**config.mk**
```make
export PLATFORM = sky130hd
export DESIGN_NAME = lab2_serial_carry_4_bit_add
export DESIGN_NICKNAME = d
export VERILOG_FILES = /design/src/rtl/lab2_serial_carry_4_bit_add.sv
export SDC_FILE = /design/constraint.sdc
export NUM_CORES = 1
export LEC_CHECK = 0
export BUFFER_PORTS_ARGS = -buffer_cell sky130_fd_sc_hd__buf_2
export CAP_MARGIN = 20
export CORE_MARGIN = 8
export CORE_UTILIZATION = 45
export DETAILED_ROUTE_END_ITERATION = 8
export HOLD_SLACK_MARGIN = 0.05
export PLACE_DENSITY = 0.69
export SYNTH_ARGS = -nofsm -noshare
export SYNTH_HDL_FRONTEND = slang
export SYNTH_SLANG_ARGS = --single-unit
export TNS_END_PERCENT = 10
```
**constraint.sdc**
```tcl
create_clock -name clk -period 1.2 [get_ports clk]
set_clock_uncertainty 0.05 [all_clocks]
set_input_delay 0.24 -clock clk [delete_from_list [all_inputs] [get_ports clk]]
set_output_delay 0.24 -clock clk [all_outputs]
set_load 0.05 [all_outputs]
```
**src/rtl/lab2_serial_carry_4_bit_add.sv**
```systemverilog
// rtl/lab2_serial_carry_4_bit_add.sv - bit-serial ripple adder, one bit per clock, LSB first (optional Ovf via LAB2_ADD_OVERFLOW_EN)
module lab2_serial_carry_4_bit_add #(
    parameter int N = 4
) (
    input  logic         clk,
    input  logic         rst,
    input  logic         start,
    input  logic [N-1:0] A,
    input  logic [N-1:0] B,
    input  logic         Cin,
    output logic [N-1:0] Sum,
    output logic         Cout,
    output logic         busy,
    output logic         done
`ifdef LAB2_ADD_OVERFLOW_EN
    ,
    output logic         Ovf
`endif
);

    localparam int CW = (N > 1) ? $clog2(N) : 1;
    localparam logic [CW-1:0] LAST = CW'(N - 1);

    typedef enum logic [1:0] {
        S_IDLE  = 2'd0,
        S_SHIFT = 2'd1,
        S_DONE  = 2'd2
    } state_t;

    state_t        state_q, state_d;
    // a_q is both the A operand shifter and the result register: each
    // SHIFT cycle its LSB is consumed and the new sum bit enters its MSB.
    logic [N-1:0]  a_q, a_d;
    logic [N-1:0]  b_q, b_d;
    logic          carry_q, carry_d;
    logic [CW-1:0] cnt_q, cnt_d;
    logic [N-1:0]  sum_q, sum_d;
    logic          cout_q, cout_d;
    logic          busy_q, busy_d;
    logic          done_q, done_d;
    logic          ovf_q, ovf_d;
    logic          fa_s, fa_c;
    logic          load;

    // Next-state, datapath and registered-output computation
    always_comb begin
        state_d = state_q;
        a_d     = a_q;
        b_d     = b_q;
        carry_d = carry_q;
        cnt_d   = cnt_q;
        sum_d   = sum_q;
        cout_d  = cout_q;
        ovf_d   = ovf_q;
        load    = 1'b0;

        fa_s = a_q[0] ^ b_q[0] ^ carry_q;
        fa_c = (a_q[0] & b_q[0]) | (a_q[0] & carry_q) | (b_q[0] & carry_q);

        case (state_q)
            S_IDLE: begin
                if (start) begin
                    load = 1'b1;
                end
            end
            S_SHIFT: begin
                a_d     = {fa_s, a_q[N-1:1]};
                b_d     = {1'b0, b_q[N-1:1]};
                carry_d = fa_c;
                cnt_d   = cnt_q + CW'(1);
                if (cnt_q == LAST) begin
                    state_d = S_DONE;
                    sum_d   = {fa_s, a_q[N-1:1]};
                    cout_d  = fa_c;
                    // carry_q is the carry into the MSB on this last bit
                    ovf_d   = carry_q ^ fa_c;
                end
            end
            S_DONE: begin
                if (start) begin
                    load = 1'b1;
                end else begin
                    state_d = S_IDLE;
                end
            end
            default: begin
                state_d = S_IDLE;
            end
        endcase

        if (load) begin
            state_d = S_SHIFT;
            a_d     = A;
            b_d     = B;
            carry_d = Cin;
            cnt_d   = '0;
        end

        busy_d = (state_d == S_SHIFT);
        done_d = (state_d == S_DONE);
    end

    // State register with synchronous reset overriding start
    always_ff @(posedge clk) begin
        if (rst) begin
            state_q <= S_IDLE;
            a_q     <= '0;
            b_q     <= '0;
            carry_q <= 1'b0;
            cnt_q   <= '0;
            sum_q   <= '0;
            cout_q  <= 1'b0;
            busy_q  <= 1'b0;
            done_q  <= 1'b0;
            ovf_q   <= 1'b0;
        end else begin
            state_q <= state_d;
            a_q     <= a_d;
            b_q     <= b_d;
            carry_q <= carry_d;
            cnt_q   <= cnt_d;
            sum_q   <= sum_d;
            cout_q  <= cout_d;
            busy_q  <= busy_d;
            done_q  <= done_d;
            ovf_q   <= ovf_d;
        end
    end

    assign Sum  = sum_q;
    assign Cout = cout_q;
    assign busy = busy_q;
    assign done = done_q;

`ifdef LAB2_ADD_OVERFLOW_EN
    assign Ovf = ovf_q;
`else
    logic unused_ovf;
    assign unused_ovf = ovf_q;
`endif

endmodule

```
==> run_results.csv, run 1 <==
group,metric,value,unit
final_layout,layout_commonest_cell,"dfxtp_1",
clocking,cts_root_buffer,"clkbuf_4",
timing,hold_violations,0,
floorplanning,initial_core_util,46.96,%
routing,drc_errors,0,
final_layout,nets,122,
yosys,yosysWarningCount,0,
floorplanning,ios,19,
setup_path,worstPathMaxFanout,2,
setup_path,worst_ep_arrival_time,1.42,ns
global_route,grt_overflow_total,0,
floorplanning,rows,15,
timing,rsz0062_at_grt,"true",
clocking,post_cts_buffers,0,
clocking,insertion_delay,0.30,ns
global_route,grt_pass1_wl,2939,um
setup_path,r2r-start,"a_q[0]",
routing,drtIter0Drc,18,
timing,clock.fmax,0.8103,GHz
clocking,numCtsBuffers,3,
routing,ant_nets,0,
floorplanning,die_h,57.99,um
timing,setup_viol,2,
final_layout,final_cell_mix,"dfxtp_1, nand3_1, a21oi_1, buf_2, buf_4",
routing,routed_wl,1795,um
final_layout,antenna_cells,0,
timing,relSlewSlack,75.03,%
yosys,syn-mean-instance-area,9.332,um2
setup_path,worstPathRequired,1.39,ns
clocking,cts_tree,"done",
floorplanning,coreArea,1689,um2
timing,report.final.slew_viol_count,0,
pwr,powerDensity,1246,nW/um2
setup_path,start_kind,"flip-flop",
routing,vias,683,
global_route,grt_usage,11.35,%
routing,routedWlPerCell,14.59,um
final_layout,area_growth,23.34,%
placement,globalplace.congestion,0.7897,
run_status,outcome,"finished with violations",
yosys,syn_inst,85,
global_route,grt_pass1_vias,649,
timing,min_period,1.234,ns
global_route,antenna_found_initial,0,
run_status,violations,"setup timing",
final_layout,fin_area,978.4,um2
setup_path,setup.worst_path.end_class,"flip-flop",
final_layout,layout-drive-gt1-share,35.85,%
clocking,postCtsHoldBufs,0,
setup_path,critical_path_class,"reg -> reg",
timing,worst_pin_slew,0.3746,ns
job,max_cap_viol_count,0,
yosys,synth_cell_types,23,
routing,dr.pass1.iters,4,
floorplanning,dieArea,3362,um2
pwr,leakage,0.3875,nW
clocking,cts_num_sinks,20,
yosys,yosys_register_bits,20,
min_path,hold_class,"in -> reg",
floorplanning,die_w,57.99,um
clocking,htree_levels,1,
yosys,syn_nets,99,
clocking,ctsLongestPathBuffers,2,
setup_path,cp-startpoint,"a_q[0]",
global_route,grt_max_degree,21,
placement,portBuffers,18,
placement,detailed_place.area,910.9,um2
timing,finalWorstSetupSlack,-0.03413,ns
min_path,min_from,"B[3]",
clocking,path_clk_slew,0.10,ns
routing,viasPerCell,5.553,
pwr,ir_drop,0.0006706,V
yosys,synth_area,793.3,um2
final_layout,utilization,57.93,%
timing,timing.final.crit_share,102.8,%
yosys,synth_seq_area_share,50.47,%
[final timing paths]
| check | endpoint | slack (ns) | cells after the start |
|---|---|---|---|
| max | a_q[3] | -0.03 | 3 |
| min | b_q[3] | 0.13 | 3 |
| max reg2reg | a_q[3] | -0.03 | 3 |
| min reg2reg | Sum[0] | 0.41 | 2 |
[metrics by stage]
stage | TNS (ns) | cells | power [mW] | setup WS [ns] | hold WS [ns]
finish | -0.04596 | 123 | 1.219 | -0.03413 | 0.1283
global placement | -0.02040 | 120 | 0.9041 | -0.02040 | 0.3902
global route | -0.2224 | 123 | 1.280 | -0.1218 | 0.1390
CTS | -0.07269 | 123 | 1.215 | -0.06778 | 0.1264
detailed placement | -0.05619 | 120 | 0.9110 | -0.05619 | 0.3936
floorplan | -0.008746 | 85 | 0.8579 | -0.008746 | 0.3260
[flip-flops by register name, indices dropped and copies added, names as in the netlist]
signal	count
Cout	1
Sum	4
a_q	4
b_q	4
busy	1
carry_q	1
cnt_q	2
done	1
state_q	2
[cell usage after synthesis, drive strengths merged]
library cell | instances | share of area (%)
dfxtp | 20 | 50
a21oi | 12 | 7.6
nand3 | 12 | 7.6
nand2 | 8 | 3.8
a22oi | 6 | 5.7
nor2 | 5 | 2.4
buf | 4 | 3.9
nor3 | 4 | 3.8
clkbuf | 2 | 0.95
nand2b | 2 | 1.6
a311oi | 1 | 1.1
and2b | 1 | 1.3
fa | 1 | 2.5
ha | 1 | 1.6
mux2i | 1 | 1.3
nand3b | 1 | 0.95
nor2b | 1 | 0.79
o21a | 1 | 0.95
o22ai | 1 | 0.79
xnor2 | 1 | 1.1
[logic make-up after synthesis]
group,synth area share [%]
and+or+nand+nor,22.08
adders and majority gates,4.101
DFF,50.47
AOI/OAI and AO/OA,16.09
xor gates and xnor gates,1.104
buffers and inverters,4.889
muxes,1.262
[critical path, cell delays in order, from the launching register on]
cell and delay, ns:
dfxtp_2 0.35, fa_2 0.57, a22oi_1 0.08, a21oi_1 0.13
[report_power, final]
| part | switching (mW) | internal [mW] |
|---|---|---|
| clock network | 0.194 | 0.117 |
| registers | 0.0257 | 0.699 |
| logic | 0.100 | 0.0835 |
[what timing repair did]
item                                    CTS  global route
endpoints found under the setup margin    6            15
pin swaps                                 2             2
resized for setup                         4            13
[final cells by class]
class | count | area (um2)
clock buffers | 3 | 22.52
repair buffers | 24 | 152.6
fillers | 171 | 710.7
flip-flops and latches | 20 | 406.6
well taps | 17 | 21.27
multi-input cells | 59 | 375.4
[metal layers]
| layer | track usage (%) | part of all wire (%) |
|---|---|---|
| met5 | 0 | 0 |
| met4 | 7.343 | 2.3 |
| met3 | 2.870 | 5.2 |
| met2 | 17.52 | 46 |
| met1 | 13.62 | 47 |
No activity file was read; power rests on OpenSTA's default activity.
==> run 2: changes to the inputs <==
Settings changed: RECOVER_POWER from default to 25.
Clock period 1.2 ns to 1 ns, I/O delays scaled along.
==> run 2 against run 1 <==
Compared with the run above: worst setup slack lost 0.23 ns; critical path type unchanged; non-clock buffer count up 3; hold slack worse by 0.024 ns; via count up 4.2%; sequential power up 20%; the run still ends with setup timing left; design area up 12%; wire length grew 7.1%; die area unchanged; global-route usage is 0.30 points higher.
==> run_results.csv, run 2 (synthesized netlist as in run 1, its figures left out) <==
group,metric,value,unit
clocking,path_clk_slew,0.11,ns
clocking,numCtsBuffers,3,
global_route,grt_usage,11.65,%
floorplanning,dieArea,3362,um2
job,max_cap_viol_count,0,
timing,min_period,1.265,ns
clocking,insertion_delay,0.29,ns
routing,routedWlPerCell,15.14,um
setup_path,worstPathRequired,1.13,ns
pwr,ir_drop,0.0008897,V
setup_path,setup.worst_path.end_class,"flip-flop",
setup_path,cp_cell_sequence,"fa_1, a22oi_2, a21oi_2",
clocking,htree_levels,1,
run_status,violations,"setup timing",
clocking,cts_root_buffer,"clkbuf_4",
setup_path,start_kind,"flip-flop",
final_layout,fill_cells,155,
floorplanning,die_h,57.99,um
final_layout,final_cell_mix,"dfxtp_2, nand3_1, buf_2, a21oi_1, buf_4",
min_path,min_from,"B[3]",
floorplanning,coreArea,1689,um2
global_route,grt_pass1_vias,670,
placement,hpwl,1271,um
pwr,leakage,0.4322,nW
final_layout,nets,125,
timing,rsz0062_at_grt,"true",
pwr,powerDensity,1441,nW/um2
setup_path,r2r-end,"a_q[3]",
placement,globalplace.congestion,0.8063,
floorplanning,ios,19,
timing,hold_violations,0,
setup_path,crit_slowest_cell,"fa_1",
floorplanning,die_w,57.99,um
routing,ant_nets,0,
setup_path,critical_path_class,"reg -> reg",
routing,drc_errors,0,
global_route,antenna_found_initial,0,
setup_path,max_stage_delay,0.50,ns
placement,post-place-ws,-0.2628,ns
clocking,postCtsHoldBufs,0,
global_route,grt_pass1_wl,3056,um
routing,dr.pass1.iters,4,
final_layout,area_growth,38.33,%
clocking,cts_num_sinks,20,
timing,timing.final.crit_share,126.5,%
timing,finalWorstSetupSlack,-0.2650,ns
setup_path,worst_ep_arrival_time,1.40,ns
clocking,ctsLongestPathBuffers,2,
floorplanning,rows,15,
timing,setup_tns,-1.878,ns
min_path,worstHoldEndpoint,"b_q[3]",
clocking,post_cts_buffers,0,
final_layout,layout-drive-gt1-share,48.18,%
timing,setup_viol,24,
run_status,outcome,"finished with violations",
final_layout,antenna_cells,0,
timing,clock.fmax,0.7905,GHz
setup_path,r2r_cells,3,
timing,relSlewSlack,73.79,%
clocking,cts_tree,"done",
floorplanning,initial_core_util,46.96,%
placement,portBuffers,18,
timing,report.final.slew_viol_count,0,
global_route,grt_max_degree,21,
setup_path,r2r-start,"carry_q",
routing,viasPerCell,5.606,
setup_path,cp-startpoint,"carry_q",
min_path,hold_class,"in -> reg",
timing,worst_pin_slew,0.3931,ns
routing,routed_wl,1923,um
setup_path,worstPathMaxFanout,2,
global_route,grt_overflow_total,0,
min_path,hold_depth,3,
routing,vias,712,
routing,drtIter0Drc,23,
setup_path,r2r_slack,-0.26,ns
[run 2: worst max-delay path: cells and delay by family (launching register included)]
family | cells | cell delay, ns
AOI/OAI and AO/OA | 2 | 0.26
DFF | 1 | 0.35
adders and majority gates | 1 | 0.50
[run 2: per-stage QoR]
step           util, %  hold WS [ns]  std cells  area (um2)  power (mW)
2_1_floorplan        -        0.2860         85       793.3       1.029
3_3_place_gp     55.26        0.3911        123       933.4       1.097
3_5_place_dp     55.26        0.3938        123       933.4       1.105
4_1_cts          63.93       0.07702        127        1080       1.584
5_1_grt          64.96       0.09101        127        1097       1.671
6_report         64.96        0.1046        127        1097       1.582
[run 2: layer usage]
metal	global-route usage, %	share of wire (%)
met1	13.81	43
met3	4.194	7.4
met2	18.31	49
met4	5.245	0.62
met5	0	0
[run 2: cell type report]
type	instances	area [um2]	share of cell area, %
multi-input combinational	59	392.9	35.80
timing repair buffer	27	227.7	20.75
sequential	20	419.2	38.20
tap	17	21.27	1.938
clock buffer	4	36.28	3.307
[run 2: repair_timing]
action / CTS / global route
pin swaps: 8 / 2
gates resized for setup: 37 / 6
setup endpoints to repair: 27 / 27
[run 2: worst max-delay path by stage]
stage / endpoint / slack, ns / cells after the start
5_1_grt: a_q[3] / -0.30 / 3
4_1_cts: a_q[3] / -0.28 / 3
3_3_place_gp: a_q[3] / -0.22 / 3
3_5_place_dp: a_q[3] / -0.26 / 3
6_report: a_q[3] / -0.26 / 3
2_1_floorplan: a_q[3] / -0.21 / 3
[run 2: report_power, final]
part	internal (mW)	total [mW]	switching (mW)	leakage [nW]
Sequential	0.839	0.872	0.0335	0.170
Clock	0.222	0.459	0.238	0.0210
Combinational	0.121	0.250	0.129	0.242
==> run 3: changes to the inputs <==
--- a/config.mk
+++ b/config.mk
@@ -7,2 +7,3 @@
 export LEC_CHECK = 0
+export ABC_AREA = 1
 export BUFFER_PORTS_ARGS = -buffer_cell sky130_fd_sc_hd__buf_2
@@ -10,6 +11,6 @@
 export CORE_MARGIN = 8
-export CORE_UTILIZATION = 45
+export CORE_UTILIZATION = 47
 export DETAILED_ROUTE_END_ITERATION = 8
 export HOLD_SLACK_MARGIN = 0.05
-export PLACE_DENSITY = 0.69
+export PLACE_DENSITY = 0.7
 export RECOVER_POWER = 25
==> constraint.sdc (replaced) <==
create_clock -name clk -period 1 [get_ports clk]
set_clock_uncertainty 0.05 [all_clocks]
set_input_delay 0.1 -clock clk [delete_from_list [all_inputs] [get_ports clk]]
set_output_delay 0.1 -clock clk [all_outputs]
set_load 0.05 [all_outputs]
==> run 3 against run 2 <==
Compared with the run above: the run still ends with setup timing left; critical path depth increased by 2; clock power down 19%; synthesized cell count rose by 38%; highest routed layer unchanged; sequential power is essentially flat; maximum frequency decreased by 0.99%; hold slack lost 0.025 ns; global-route usage is 1.2 points higher; sequential cell count unchanged; critical endpoint unchanged; sequential share of layout area down 4.8 points; combinational power rose by 31%; register-to-register slack about the same.
==> run_results.csv, run 3 <==
group,metric,value,unit
final_layout,area_growth,34.15,%
setup_path,worst_ep_arrival_time,1.47,ns
placement,dp_cells,172,
final_layout,utilization,64.87,%
pwr,leakage,0.5946,nW
pwr,ir_drop,0.0008757,V
final_layout,layout-drive-gt1-share,40.67,%
yosys,synth_cell_types,21,
clocking,insertion_delay,0.30,ns
final_layout,nets,166,
global_route,antenna_found_initial,0,
timing,min_period,1.278,ns
yosys,syn_inst,117,
global_route,grt_overflow_total,0,
placement,portBuffers,18,
floorplanning,coreArea,1902,um2
timing,finalWorstSetupSlack,-0.2776,ns
yosys,synth.top_cell.area_share,43.54,%
yosys,synth_area,919.6,um2
clocking,cts_num_sinks,20,
global_route,grt_pass1_vias,850,
clocking,ctsLongestPathBuffers,2,
setup_path,r2r_slack,-0.28,ns
run_status,violations,"setup timing",
routing,drc_errors,0,
routing,vias,879,
timing,relSlewSlack,88.93,%
floorplanning,rows,16,
setup_path,start_kind,"flip-flop",
final_layout,fill_cells,174,
final_layout,final_cell_mix,"nand2_1, nand3_1, buf_4, dfxtp_1, buf_2",
timing,timing.final.crit_share,127.8,%
clocking,path_clk_slew,0.10,ns
floorplanning,die_w,60.24,um
timing,report.final.slew_viol_count,0,
yosys,synthTopCellsByCount,"nand2_1, nand3_1, dfxtp_1, a21oi_1, inv_1",
job,max_cap_viol_count,0,
clocking,numCtsBuffers,3,
pwr,powerDensity,1274,nW/um2
setup_path,worstPathMaxFanout,2,
routing,routed_wl,2132,um
setup_path,setup.worst_path.end_class,"flip-flop",
final_layout,final_cell_count_no_fill,177,
routing,viasPerCell,4.966,
yosys,yosysMostFrequentCell,"nand2_1",
global_route,grt_pass1_wl,3519,um
final_layout,layout_commonest_cell,"nand2_1",
floorplanning,initial_core_util,48.36,%
setup_path,worstPathRequired,1.20,ns
placement,globalplace.congestion,0.7651,
floorplanning,ios,19,
timing,worst_pin_slew,0.1659,ns
clocking,htree_levels,1,
timing,hold_violations,0,
routing,ant_nets,0,
yosys,ys_top_cells_by_area,"dfxtp_1, nand3_1, nand2_1",
yosys,yosysWarningCount,0,
yosys,syn_nets,131,
yosys,syn-mean-instance-area,7.860,um2
yosys,postSynth.asyncResetShare,0,%
yosys,yosys.area.top_type,"dfxtp_1",
routing,drtIter0Drc,24,
run_status,outcome,"finished with violations",
floorplanning,die_h,60.24,um
placement,hpwl,1561,um
clocking,cts_root_buffer,"clkbuf_4",
final_layout,antenna_cells,0,
yosys,synth_seq_area_share,43.54,%
routing,routedWlPerCell,12.05,um
floorplanning,dieArea,3628,um2
timing,setup_viol,17,
clocking,cts_tree,"done",
timing,rsz0062_at_grt,"true",
yosys,synth_edf_count,0,
yosys,yosys_register_bits,20,
yosys,synth_flop_cell,"dfxtp_1",
min_path,hold_class,"in -> reg",
global_route,grt_usage,12.83,%
timing,clock.fmax,0.7827,GHz
setup_path,critical_path_class,"reg -> reg",
routing,dr.pass1.iters,5,
global_route,grt_max_degree,15,
==> run 3: cell count changes after synthesis, sizes merged, moves of 3 or more <==
cell   change
nand2     +22
inv       +14
nand3     +12
a22oi      -6
nor3       -3
==> run 3: cell families (layout without fill, tap and decap cells) <==
group           count (synthesis)  in the layout  synth area share (%)
flops                          20             20                 43.54
compound gates                 12             12                 6.530
fa+ha+maj                       2              2                 3.537
buf+inv                        19             52                 11.29
xor+xnor                        1              1                0.9526
simple gates                   63             63                 34.15
==> run 3: stage by stage <==
stage | power [mW] | hold slack, ns | TNS, ns | cell area, um2 | setup slack, ns
after detailed placement | 1.178 | 0.3143 | -1.603 | 1116 | -0.2714
after global placement | 1.166 | 0.3039 | -1.263 | 1116 | -0.2282
after CTS | 1.559 | 0.07266 | -1.100 | 1189 | -0.3027
final | 1.572 | 0.07977 | -1.484 | 1234 | -0.2776
after floorplan | 1.073 | 0.1970 | -0.5176 | 920.9 | -0.2137
after global routing | 1.661 | 0.09268 | -2.488 | 1234 | -0.3622
==> run 3: final cells by class <==
class	count	area (um2)	area share [%]
Inverter	15	57.56	4.665
Sequential cell	20	411.6	33.37
Multi-Input combinational cell	78	435.4	35.29
Tap cell	27	33.78	2.738
Timing Repair Buffer	34	272.8	22.11
Clock buffer	3	22.52	1.826
==> run 3: worst max-delay path, cell delays in order, from the launching register on <==
cell and delay, ns:
dfxtp_2 0.34, fa_1 0.55, nand3_1 0.08, nand2_1 0.06
inv_1 0.05, a21oi_2 0.09
==> run 3: final timing paths <==
path,startpoint,endpoint,depth (start not counted)
max,carry_q,a_q[3],5
min,B[1],b_q[1],5
max reg2reg,carry_q,a_q[3],5
min reg2reg,a_q[1],Sum[0],2
==> run 3: what timing repair did <==
action	in CTS	in global routing
hold buffers	1	0
setup buffers	0	1
cloned	0	0
gates resized for setup	18	12
hold endpoints to repair	1	0
pin swaps	4	1
endpoints found under the setup margin	26	24
==> run 3: routing by layer <==
| layer | wire [um] | global-route usage, % |
|---|---|---|
| met2 | 1045 | 22.71 |
| met3 | 128 | 4.516 |
| met4 | 40 | 4.082 |
| met1 | 919 | 13.67 |
| met5 | 0 | 0 |
==> run 3: report_power, final <==
group | switching, mW | internal (mW) | total, mW
clock network | 0.232 | 0.141 | 0.372
logic | 0.168 | 0.160 | 0.328
registers | 0.0306 | 0.841 | 0.872
